==> src/rtl/bit_serializer.sv <==
// Purpose: parallel-to-serial front end feeding a 1010 sequence detector's din.
// Latency: a word accepted from IDLE at edge k shows its first bit in cycle k+1 and its last bit in cycle k+WIDTH.
// Backpressure: s_ready = !pend_full; one word shifts while one more waits in the pending register.
//
// Ports:
//   clk, rst            rising-edge clock, asynchronous active-low reset
//   s_data/s_valid/s_ready  WIDTH-bit input word, valid/ready handshake
//   dout, dout_valid    serial bit (forced 0 when not valid) and its qualifier
//   word_done           one-cycle pulse alongside the last bit of each word
//   busy                shifting, in the inter-word gap, or holding a pending word
// Build option: define SER_LSB_FIRST_EN to shift LSB first (default MSB first).
module bit_serializer #(
    parameter int WIDTH = 8,
    parameter int GAP   = 0
) (
    input  logic             clk,
    input  logic             rst,
    input  logic [WIDTH-1:0] s_data,
    input  logic             s_valid,
    output logic             s_ready,
    output logic             dout,
    output logic             dout_valid,
    output logic             word_done,
    output logic             busy
);

    localparam int CW      = $clog2(WIDTH);
    localparam int GW      = (GAP > 1) ? $clog2(GAP) : 1;
    localparam bit NO_GAP  = (GAP == 0);

    typedef enum logic [1:0] {
        ST_IDLE  = 2'd0,
        ST_SHIFT = 2'd1,
        ST_GAP   = 2'd2
    } state_t;

    state_t           state_q;
    logic [WIDTH-1:0] sr_q;
    logic [WIDTH-1:0] pend_q;
    logic             pend_full_q;
    logic [CW-1:0]    cnt_q;
    logic [GW-1:0]    gcnt_q;
    logic             dout_q;
    logic             dout_valid_q;
    logic             word_done_q;
    logic             busy_q;

    logic             accept;
    logic             last_bit;
    logic             gap_end;
    logic             handoff;
    logic             load_pend;
    logic             load_byp;
    logic             pend_wr;
    logic             pend_full_d;
    logic             busy_d;
    logic [WIDTH-1:0] load_dat_d;

`ifdef SER_LSB_FIRST_EN
    function automatic logic head(input logic [WIDTH-1:0] w);
        return w[0];
    endfunction
    function automatic logic [WIDTH-1:0] adv(input logic [WIDTH-1:0] w);
        return w >> 1;
    endfunction
`else
    function automatic logic head(input logic [WIDTH-1:0] w);
        return w[WIDTH-1];
    endfunction
    function automatic logic [WIDTH-1:0] adv(input logic [WIDTH-1:0] w);
        return w << 1;
    endfunction
`endif

    assign s_ready    = !pend_full_q;
    assign accept     = s_valid && s_ready;
    assign dout       = dout_q;
    assign dout_valid = dout_valid_q;
    assign word_done  = word_done_q;
    assign busy       = busy_q;

    always_comb begin
        last_bit    = (state_q == ST_SHIFT) && (cnt_q == CW'(WIDTH - 1));
        gap_end     = (state_q == ST_GAP) && (gcnt_q == '0);
        // The slot of the current word ends either on its last bit (no gap)
        // or on the final gap cycle; that is when the next word may start.
        handoff     = (last_bit && NO_GAP) || gap_end;
        load_pend   = handoff && pend_full_q;
        // From IDLE, or at a handoff with nothing pending, the incoming word
        // goes straight into the shift register and never touches pend.
        load_byp    = accept && ((state_q == ST_IDLE) || (handoff && !pend_full_q));
        load_dat_d  = load_pend ? pend_q : s_data;
        pend_wr     = accept && !load_byp;
        pend_full_d = (pend_full_q && !load_pend) || pend_wr;
        busy_d      = load_pend || load_byp
                   || ((state_q == ST_SHIFT) && !(last_bit && NO_GAP))
                   || ((state_q == ST_GAP) && !gap_end)
                   || pend_full_d;
    end

    always_ff @(posedge clk or negedge rst) begin
        if (!rst) begin
            state_q      <= ST_IDLE;
            sr_q         <= '0;
            pend_q       <= '0;
            pend_full_q  <= 1'b0;
            cnt_q        <= '0;
            gcnt_q       <= '0;
            dout_q       <= 1'b0;
            dout_valid_q <= 1'b0;
            word_done_q  <= 1'b0;
            busy_q       <= 1'b0;
        end else begin
            pend_full_q <= pend_full_d;
            busy_q      <= busy_d;
            word_done_q <= 1'b0;
            if (pend_wr) begin
                pend_q <= s_data;
            end
            if (load_pend || load_byp) begin
                // Present the first bit right away; sr keeps the remainder.
                state_q      <= ST_SHIFT;
                sr_q         <= adv(load_dat_d);
                cnt_q        <= '0;
                dout_q       <= head(load_dat_d);
                dout_valid_q <= 1'b1;
            end else begin
                case (state_q)
                    ST_SHIFT: begin
                        if (last_bit) begin
                            dout_q       <= 1'b0;
                            dout_valid_q <= 1'b0;
                            if (NO_GAP) begin
                                state_q <= ST_IDLE;
                            end else begin
                                state_q <= ST_GAP;
                                gcnt_q  <= GW'(NO_GAP ? 0 : GAP - 1);
                            end
                        end else begin
                            dout_q      <= head(sr_q);
                            sr_q        <= adv(sr_q);
                            cnt_q       <= cnt_q + CW'(1);
                            // cnt_q tracks the bit on dout now; flag the one coming next.
                            word_done_q <= (cnt_q == CW'(WIDTH - 2));
                        end
                    end
                    ST_GAP: begin
                        if (gap_end) begin
                            state_q <= ST_IDLE;
                        end else begin
                            gcnt_q <= gcnt_q - GW'(1);
                        end
                    end
                    default: begin
                        state_q <= ST_IDLE;
                    end
                endcase
            end
        end
    end

endmodule

==> config.mk <==
export PLATFORM = sky130hd
export DESIGN_NAME = bit_serializer
export DESIGN_NICKNAME = d
export VERILOG_FILES = /design/src/rtl/bit_serializer.sv
export SDC_FILE = /design/constraint.sdc
export NUM_CORES = 1
export LEC_CHECK = 0
export ABC_AREA = 1
export BUFFER_PORTS_ARGS = -buffer_cell sky130_fd_sc_hd__buf_2
export CAP_MARGIN = 15
export CORE_MARGIN = 2
export CORE_UTILIZATION = 48
export DETAILED_ROUTE_END_ITERATION = 10
export HOLD_SLACK_MARGIN = 0.06
export PLACE_DENSITY = 0.71
export SETUP_SLACK_MARGIN = 0.2
export SLEW_MARGIN = 20
export SYNTH_ARGS = -nofsm -noshare
export SYNTH_HDL_FRONTEND = slang
export SYNTH_SLANG_ARGS = --single-unit
==> constraint.sdc <==
create_clock -name clk -period 1.5 [get_ports clk]
set_input_delay 0.3 -clock clk [delete_from_list [all_inputs] [get_ports clk]]
set_output_delay 0.3 -clock clk [all_outputs]
set_load 0.005 [all_outputs]
==> results of run 1 <==
-- worst min-delay path by stage --
stage / cells past startpoint / to / slack, ns / from
floorplan: 0 / busy$_DFF_PN0_ / 0.004 / rst
global placement: 1 / word_done$_DFF_PN0_ / 0.31 / rst
detailed placement: 1 / dout$_DFFE_PN0P_ / 0.32 / rst
CTS: 3 / pend_q[1]$_DFFE_PN0P_ / 0.21 / s_data[1]
global route: 3 / pend_q[6]$_DFFE_PN0P_ / 0.21 / s_data[6]
finish: 3 / pend_q[1]$_DFFE_PN0P_ / 0.20 / s_data[1]
-- layout by cell type (no fill, tap or decap), drive strengths merged --
cell,netlist,final
o21ai,3,3
nand3,12,13
nor2,14,14
nand4,13,13
buf,8,30
ha,3,3
nand2,44,45
clkbuf,0,3
o22ai,1,1
nor3,1,1
bufinv,0,1
dfrtp,24,24
a21oi,6,6
or2,1,1
inv,15,15
dlygate4sd3,0,1
-- power groups by stage --
stage                     logic, mW  clock network [mW]  registers (mW)
after global placement         1.08                   0            1.12
after CTS                      1.61               0.485            1.09
final                          1.85               0.485            1.12
after global routing           2.02               0.515            1.16
after detailed placement       1.12                   0            1.14
after floorplan                1.03                   0            1.03
-- cells by family after synthesis --
| kind of cell | count (synthesis) | synth area share [%] |
|---|---|---|
| simple gates | 85 | 33.2 |
| flops | 24 | 47.6 |
| buf+inv | 23 | 11.5 |
| compound gates | 10 | 4.66 |
| fa+ha+maj | 3 | 2.98 |
-- flip-flops by register name, indices dropped and copies added, names as in the netlist --
name,flops
cnt_q,3
sr_q,7
state_q,1
busy,1
dout,1
pend_q,8
word_done,1
dout_valid,1
pend_full_q,1
-- worst max-delay path, delay by kind of cell (launching register included) --
family | cells | cell delay (ns)
compound gates | 1 | 0.12
buf+inv | 2 | 0.20
fa+ha+maj | 2 | 0.38
simple gates | 2 | 0.27
flops | 1 | 0.41
-- area by class of cell --
type / count / area [um2]
multi-input combinational: 100 / 717
timing repair buffer: 31 / 241
fill: 193 / 762
inverter: 15 / 63.8
tap: 30 / 37.5
clock buffer: 3 / 22.5
sequential: 24 / 603
clock inverter: 1 / 30.0
-- through the flow --
stage                     area, um2  setup TNS, ns
final                          1720              0
after global routing           1720        -0.0523
after CTS                      1620              0
after global placement         1340              0
after detailed placement       1340        -0.0556
after floorplan                1290              0
-- layer usage --
metal,up-vias,global-route usage [%]
met5,-,0
met3,10,2.11
met4,0,5.23
met1,572,29.7
met2,33,35.0
li1,531,-
-- timing repair --
action                                  in CTS  in global routing
resized for setup                           30                 24
buffers inserted                            10                  1
endpoints found under the setup margin      23                 25
hold buffers                                 1                  0
cloned                                       0                  2
hold endpoints to repair                    24                  0
pin swaps                                    9                  4
==> results.sh, run 1 <==
export IMPL_vias_per_cell=5.62
export IMPL_start_util_pct=50.9
export IMPL_yosysMostFrequentCell="nand2_1"
export IMPL_yosys_warnings=0
export IMPL_grt_max_degree=25
export IMPL_row_count=18
export IMPL_synth_top_cell_by_area="dfrtp_1"
export IMPL_cp_required_ns=1.76
export IMPL_netlist_area_um2=1260
export IMPL_post_route_drc_count=0
export IMPL_crit_chain="ha_2, ha_4, inv_4, nand2_8, buf_6, or2_1, a21oi_2"
export IMPL_netlist_cell_type_count=23
export IMPL_synth_seq_cells=24
export IMPL_crit_end="cnt_q[1]$_DFFE_PN0P_"
export IMPL_hold_violations=0
export IMPL_cts_tree="yes"
export IMPL_place_worst_setup_slack_ns=-0.0556
export IMPL_critPathKind="reg2reg"
export IMPL_antenna_found_initial=0
export IMPL_gp_congestion=0.818
export IMPL_die_y_um=55.3
export IMPL_worst_slack_ns=0.0542
export IMPL_fin_crit_sh_pct=96.4
export IMPL_cp_end_kind="flip-flop"
export IMPL_status="finished clean"
export IMPL_grtUsageTotal_pct=21.1
export IMPL_area_delta_synth_final_pct=36.0
export IMPL_wl_met2_mm=1.63
export IMPL_hpwlAfterDp_mm=1.81
export IMPL_setup_viol_count_final=0
export IMPL_cts_made_buffers=3
export IMPL_cellPowerDensity_nw_per_um2=2010
export IMPL_path_clk_slew_ns=0.14
export IMPL_r2r_start="cnt_q[0]$_DFFE_PN0P_"
export IMPL_die_area_um2=3050
export IMPL_cp_startpoint="cnt_q[0]$_DFFE_PN0P_"
export IMPL_dp_cells=186
export IMPL_instances_no_fill=204
export IMPL_gr_total_overflow=0
export IMPL_ioPinCount=16
export IMPL_async_reset_ff_share_pct=100
export IMPL_netSwitchingFraction_pct=41.6
export IMPL_drt_wl_total_mm=3.24
export IMPL_final_layout_size_suffix_gt1_share_pct=47.1
export IMPL_hold_ws_ns=0.204
export IMPL_arrival_ns=1.71
export IMPL_combPwrFrac_pct=53.5
export IMPL_max_stage_delay_ns=0.41
export IMPL_fin_skew_ns=0.00585
export IMPL_synth_top_cells_by_area="dfrtp_1 (48%), nand2_1 (12%), nand4_1 (6.4%)"
export IMPL_reg2reg_slack_ns=0.05
export IMPL_worstReg2RegEnd="cnt_q[1]$_DFFE_PN0P_"
export IMPL_diodes=0
export IMPL_ys_flop_type="dfrtp_1"
export IMPL_die_w_um=55.3
export IMPL_hp_class="in2reg"
export IMPL_grt_pass1_vias=1069
export IMPL_vias=1146
export IMPL_synthTopCellsByCount="nand2_1 (40), dfrtp_1 (24), nand4_1 (13), nor2_1 (13), inv_1 (12)"
export IMPL_slew_violations=0
export IMPL_grt_first_pass_wirelength_mm=5.21
export IMPL_netlist_instances=145
export IMPL_port_buffers=15
export IMPL_cp_max_fo=4
export IMPL_power_total_mw=3.46
export IMPL_period_needed_ns=1.45
export IMPL_htreeDepth=1
export IMPL_dr_pass1_iters=4
export IMPL_seq_power_share_pct=32.5
export IMPL_wl_per_cell_um=15.9
export IMPL_clock_root_buffer="clkbuf_4"
export IMPL_cts_sinks=24
export IMPL_ant_nets=0
export IMPL_wl_met1_mm=1.39
export IMPL_cellLeakagePower_nw=0.843
export IMPL_fin_util_pct=69.2
export IMPL_rsz0062_at_grt="true"
export IMPL_clk_latency_ns=0.32
export IMPL_ys_seq_area_share_pct=47.6
export IMPL_topRoutingLayerUsed="met4"
export IMPL_net_switching_power_mw=1.44
export IMPL_pwr_share_clk_pct=14.0
export IMPL_slowest_stage="dfrtp_1"
export IMPL_synth_edf_count=0
export IMPL_drv_cap=0
export IMPL_drt_iter0_drc=51
export IMPL_tightest_slew_ns=0.539
export IMPL_wl_met3_um=141
export IMPL_syn_nets=159
export IMPL_peakVddDrop_v=0.00154
export IMPL_cp_start_kind="flip-flop"
export IMPL_synth_avg_cell_area_um2=8.70
export IMPL_slew_headroom_pct=64.1
export IMPL_finalNetCount=189
export IMPL_max_freq_mhz=692
export IMPL_core_area_um2=2480
export IMPL_r2r_cells=7
export IMPL_internal_power_mw=2.02
export IMPL_yosys_area_top_type_share_pct=47.6
export IMPL_clock_path_buffers=2
No activity file was read; power rests on OpenSTA's default activity.
==> run 2, diff against run 1 <==
CORE_ASPECT_RATIO = 0.6   (was default)
GPL_TIMING_DRIVEN = 0   (was default)
clock period = 1.3 ns   (was 1.5 ns; I/O delays follow)
==> run 2 against run 1 <==
Compared with the run above: the run now ends with negative setup slack left; design area is 5.3% lower; utilization shrank 4.4 points; total power is 7.8% higher; critical path depth up 1; highest routed layer unchanged; largest power group unchanged; critical path type unchanged.
==> results.sh, run 2 (synthesis gave the netlist of run 1 again) <==
export IMPL_status="complete, but fails checks"
export IMPL_violations="negative setup slack"
export IMPL_hold_violations=0
export IMPL_setup_viol_count_final=24
export IMPL_worstReg2RegEnd="cnt_q[0]$_DFFE_PN0P_"
export IMPL_clock_root_buffer="clkbuf_8"
export IMPL_arrival_ns=1.75
export IMPL_power_total_mw=3.73
export IMPL_reg2reg_slack_ns=-0.29
export IMPL_drt_iter0_drc=80
export IMPL_post_route_drc_count=0
export IMPL_finish_instance_area_um2=1620
export IMPL_die_area_um2=3070
export IMPL_r2r_cells=8
export IMPL_met3_usage_pct=5.58
export IMPL_instances_no_fill=207
export IMPL_clock_path_buffers=2
export IMPL_cts_tree="yes"
export IMPL_min_from="s_data[6]"
export IMPL_gr_usage_met2_pct=30.5
export IMPL_largest_reg_flops=8
export IMPL_path_clk_slew_ns=0.08
export IMPL_cellPowerDensity_nw_per_um2=2290
export IMPL_peakVddDrop_v=0.00112
export IMPL_top_usage_layer="met1"
export IMPL_use_met1_pct=30.8
export IMPL_htreeDepth=1
export IMPL_final_layout_size_suffix_gt1_share_pct=34.3
export IMPL_start_util_pct=50.3
export IMPL_rsz0062_at_grt="true"
export IMPL_antenna_found_initial=0
export IMPL_min_path_cells=3
export IMPL_ant_nets=0
export IMPL_core_area_um2=2500
export IMPL_final_cell_mix="nand2_1 (40), dfrtp_1 (24), buf_2 (15)"
export IMPL_max_freq_mhz=627
export IMPL_worst_slack_ns=-0.295
export IMPL_vias=1082
export IMPL_holdPathEnd="pend_q[6]$_DFFE_PN0P_"
export IMPL_period_needed_ns=1.59
export IMPL_hp_class="in2reg"
export IMPL_cp_required_ns=1.46
export IMPL_gp_congestion=0.825
export IMPL_cts_made_buffers=3
export IMPL_drv_cap=0
export IMPL_layout_commonest_cell="nand2_1"
export IMPL_tightest_slew_ns=0.531
export IMPL_vias_per_cell=5.23
export IMPL_dp_cells=192
export IMPL_r2r_start="cnt_q[0]$_DFFE_PN0P_"
export IMPL_dr_pass1_iters=4
export IMPL_cellLeakagePower_nw=0.835
export IMPL_grt_first_pass_wirelength_mm=4.82
export IMPL_top_register="pend_q"
export IMPL_cp_start_kind="flip-flop"
export IMPL_cts_sinks=24
export IMPL_fin_crit_sh_pct=123
export IMPL_area_delta_synth_final_pct=28.8
export IMPL_slew_headroom_pct=64.6
export IMPL_gr_total_overflow=0
export IMPL_clk_latency_ns=0.26
export IMPL_critPathKind="reg2reg"
export IMPL_place_area_um2=1410
export IMPL_wl_per_cell_um=14.1
export IMPL_grtUsageTotal_pct=20.7
export IMPL_finalNetCount=190
export IMPL_die_y_um=43.7
export IMPL_place_worst_setup_slack_ns=-0.255
export IMPL_die_w_um=70.2
export IMPL_ioPinCount=16
export IMPL_diodes=0
export IMPL_hpwlAfterDp_mm=1.91
export IMPL_row_count=14
export IMPL_largest_registers="pend_q x8, sr_q x7, cnt_q x3"
export IMPL_slew_violations=0
export IMPL_drt_wl_total_mm=2.91
export IMPL_fillerInstances=203
export IMPL_port_buffers=15
export IMPL_cp_max_fo=5
export IMPL_grt_max_degree=25
export IMPL_cp_end_kind="flip-flop"
export IMPL_grt_pass1_vias=965
export IMPL_fin_skew_ns=0.00383
export IMPL_hold_ws_ns=0.239
==> run 2: cell types whose count changed in the layout (fill, tap and decap cells not counted), moves of 4 or more <==
cell | before | now
nand3_1 | 4 | 10
buf_6 | 3 | 9
nor2_1 | 3 | 12
nand3_2 | 8 | 1
buf_4 | 9 | 5
nor2_2 | 5 | 0
nand2_1 | 34 | 40
nor2_4 | 5 | 1
clkbuf_8 | 0 | 4
==> run 2: worst max path at each step <==
stage                              start                     to  depth (start not counted)
global route        cnt_q[0]$_DFFE_PN0P_   cnt_q[0]$_DFFE_PN0P_                          8
finish              cnt_q[0]$_DFFE_PN0P_   cnt_q[0]$_DFFE_PN0P_                          8
detailed placement  cnt_q[0]$_DFFE_PN0P_  pend_q[5]$_DFFE_PN0P_                         10
CTS                 cnt_q[0]$_DFFE_PN0P_    sr_q[6]$_DFFE_PN0P_                          9
floorplan           cnt_q[0]$_DFFE_PN0P_    sr_q[5]$_DFFE_PN0P_                          9
global placement    cnt_q[0]$_DFFE_PN0P_    sr_q[6]$_DFFE_PN0P_                          9
==> run 2: final cells by class <==
class / instances / area [um2] / area share [%]
Multi-Input combinational cell: 99 / 581 / 35.7
Timing Repair Buffer: 25 / 189 / 11.6
Tap cell: 32 / 40.0 / 2.47
Clock buffer: 4 / 55.1 / 3.39
Sequential cell: 24 / 601 / 37.0
Buffer: 8 / 97.6 / 6.01
Inverter: 15 / 61.3 / 3.78
==> run 2: stage by stage <==
step / util [%] / TNS (ns)
floorplan: - / -1.74
global placement: 56.1 / -3.84
detailed placement: 56.1 / -4.65
CTS: 62.9 / -4.80
global route: 64.8 / -6.59
finish: 64.8 / -4.95
==> run 2: timing repair <==
| action | CTS | global route |
|---|---|---|
| resized for setup | 10 | 9 |
| setup buffers | 5 | 1 |
| cloned | 2 | 2 |
| endpoints found under the setup margin | 25 | 25 |
| pin swaps | 1 | 3 |
| hold buffers | 1 | 0 |
| endpoints found under the hold margin | 24 | 0 |
==> run 2: where the power goes <==
part,total [mW],switching (mW),internal (mW),leakage [nW]
clock network,0.501,0.231,0.270,0.0288
registers,1.22,0.163,1.05,0.290
logic,2.01,1.04,0.967,0.516
==> run 2: routing by layer <==
metal	up-vias	routed length, um
met3	2	302
li1	532	-
met4	0	13
met2	51	1250
met5	-	0
met1	497	1350
==> run 2: critical path, stage by stage (launching register included) <==
cell and delay [ns]:
dfrtp_1 0.42, ha_2 0.20, ha_4 0.15, buf_6 0.12, inv_4 0.05, nand2_4 0.06
bufbuf_16 0.27, nor2_1 0.14, nor3_2 0.07
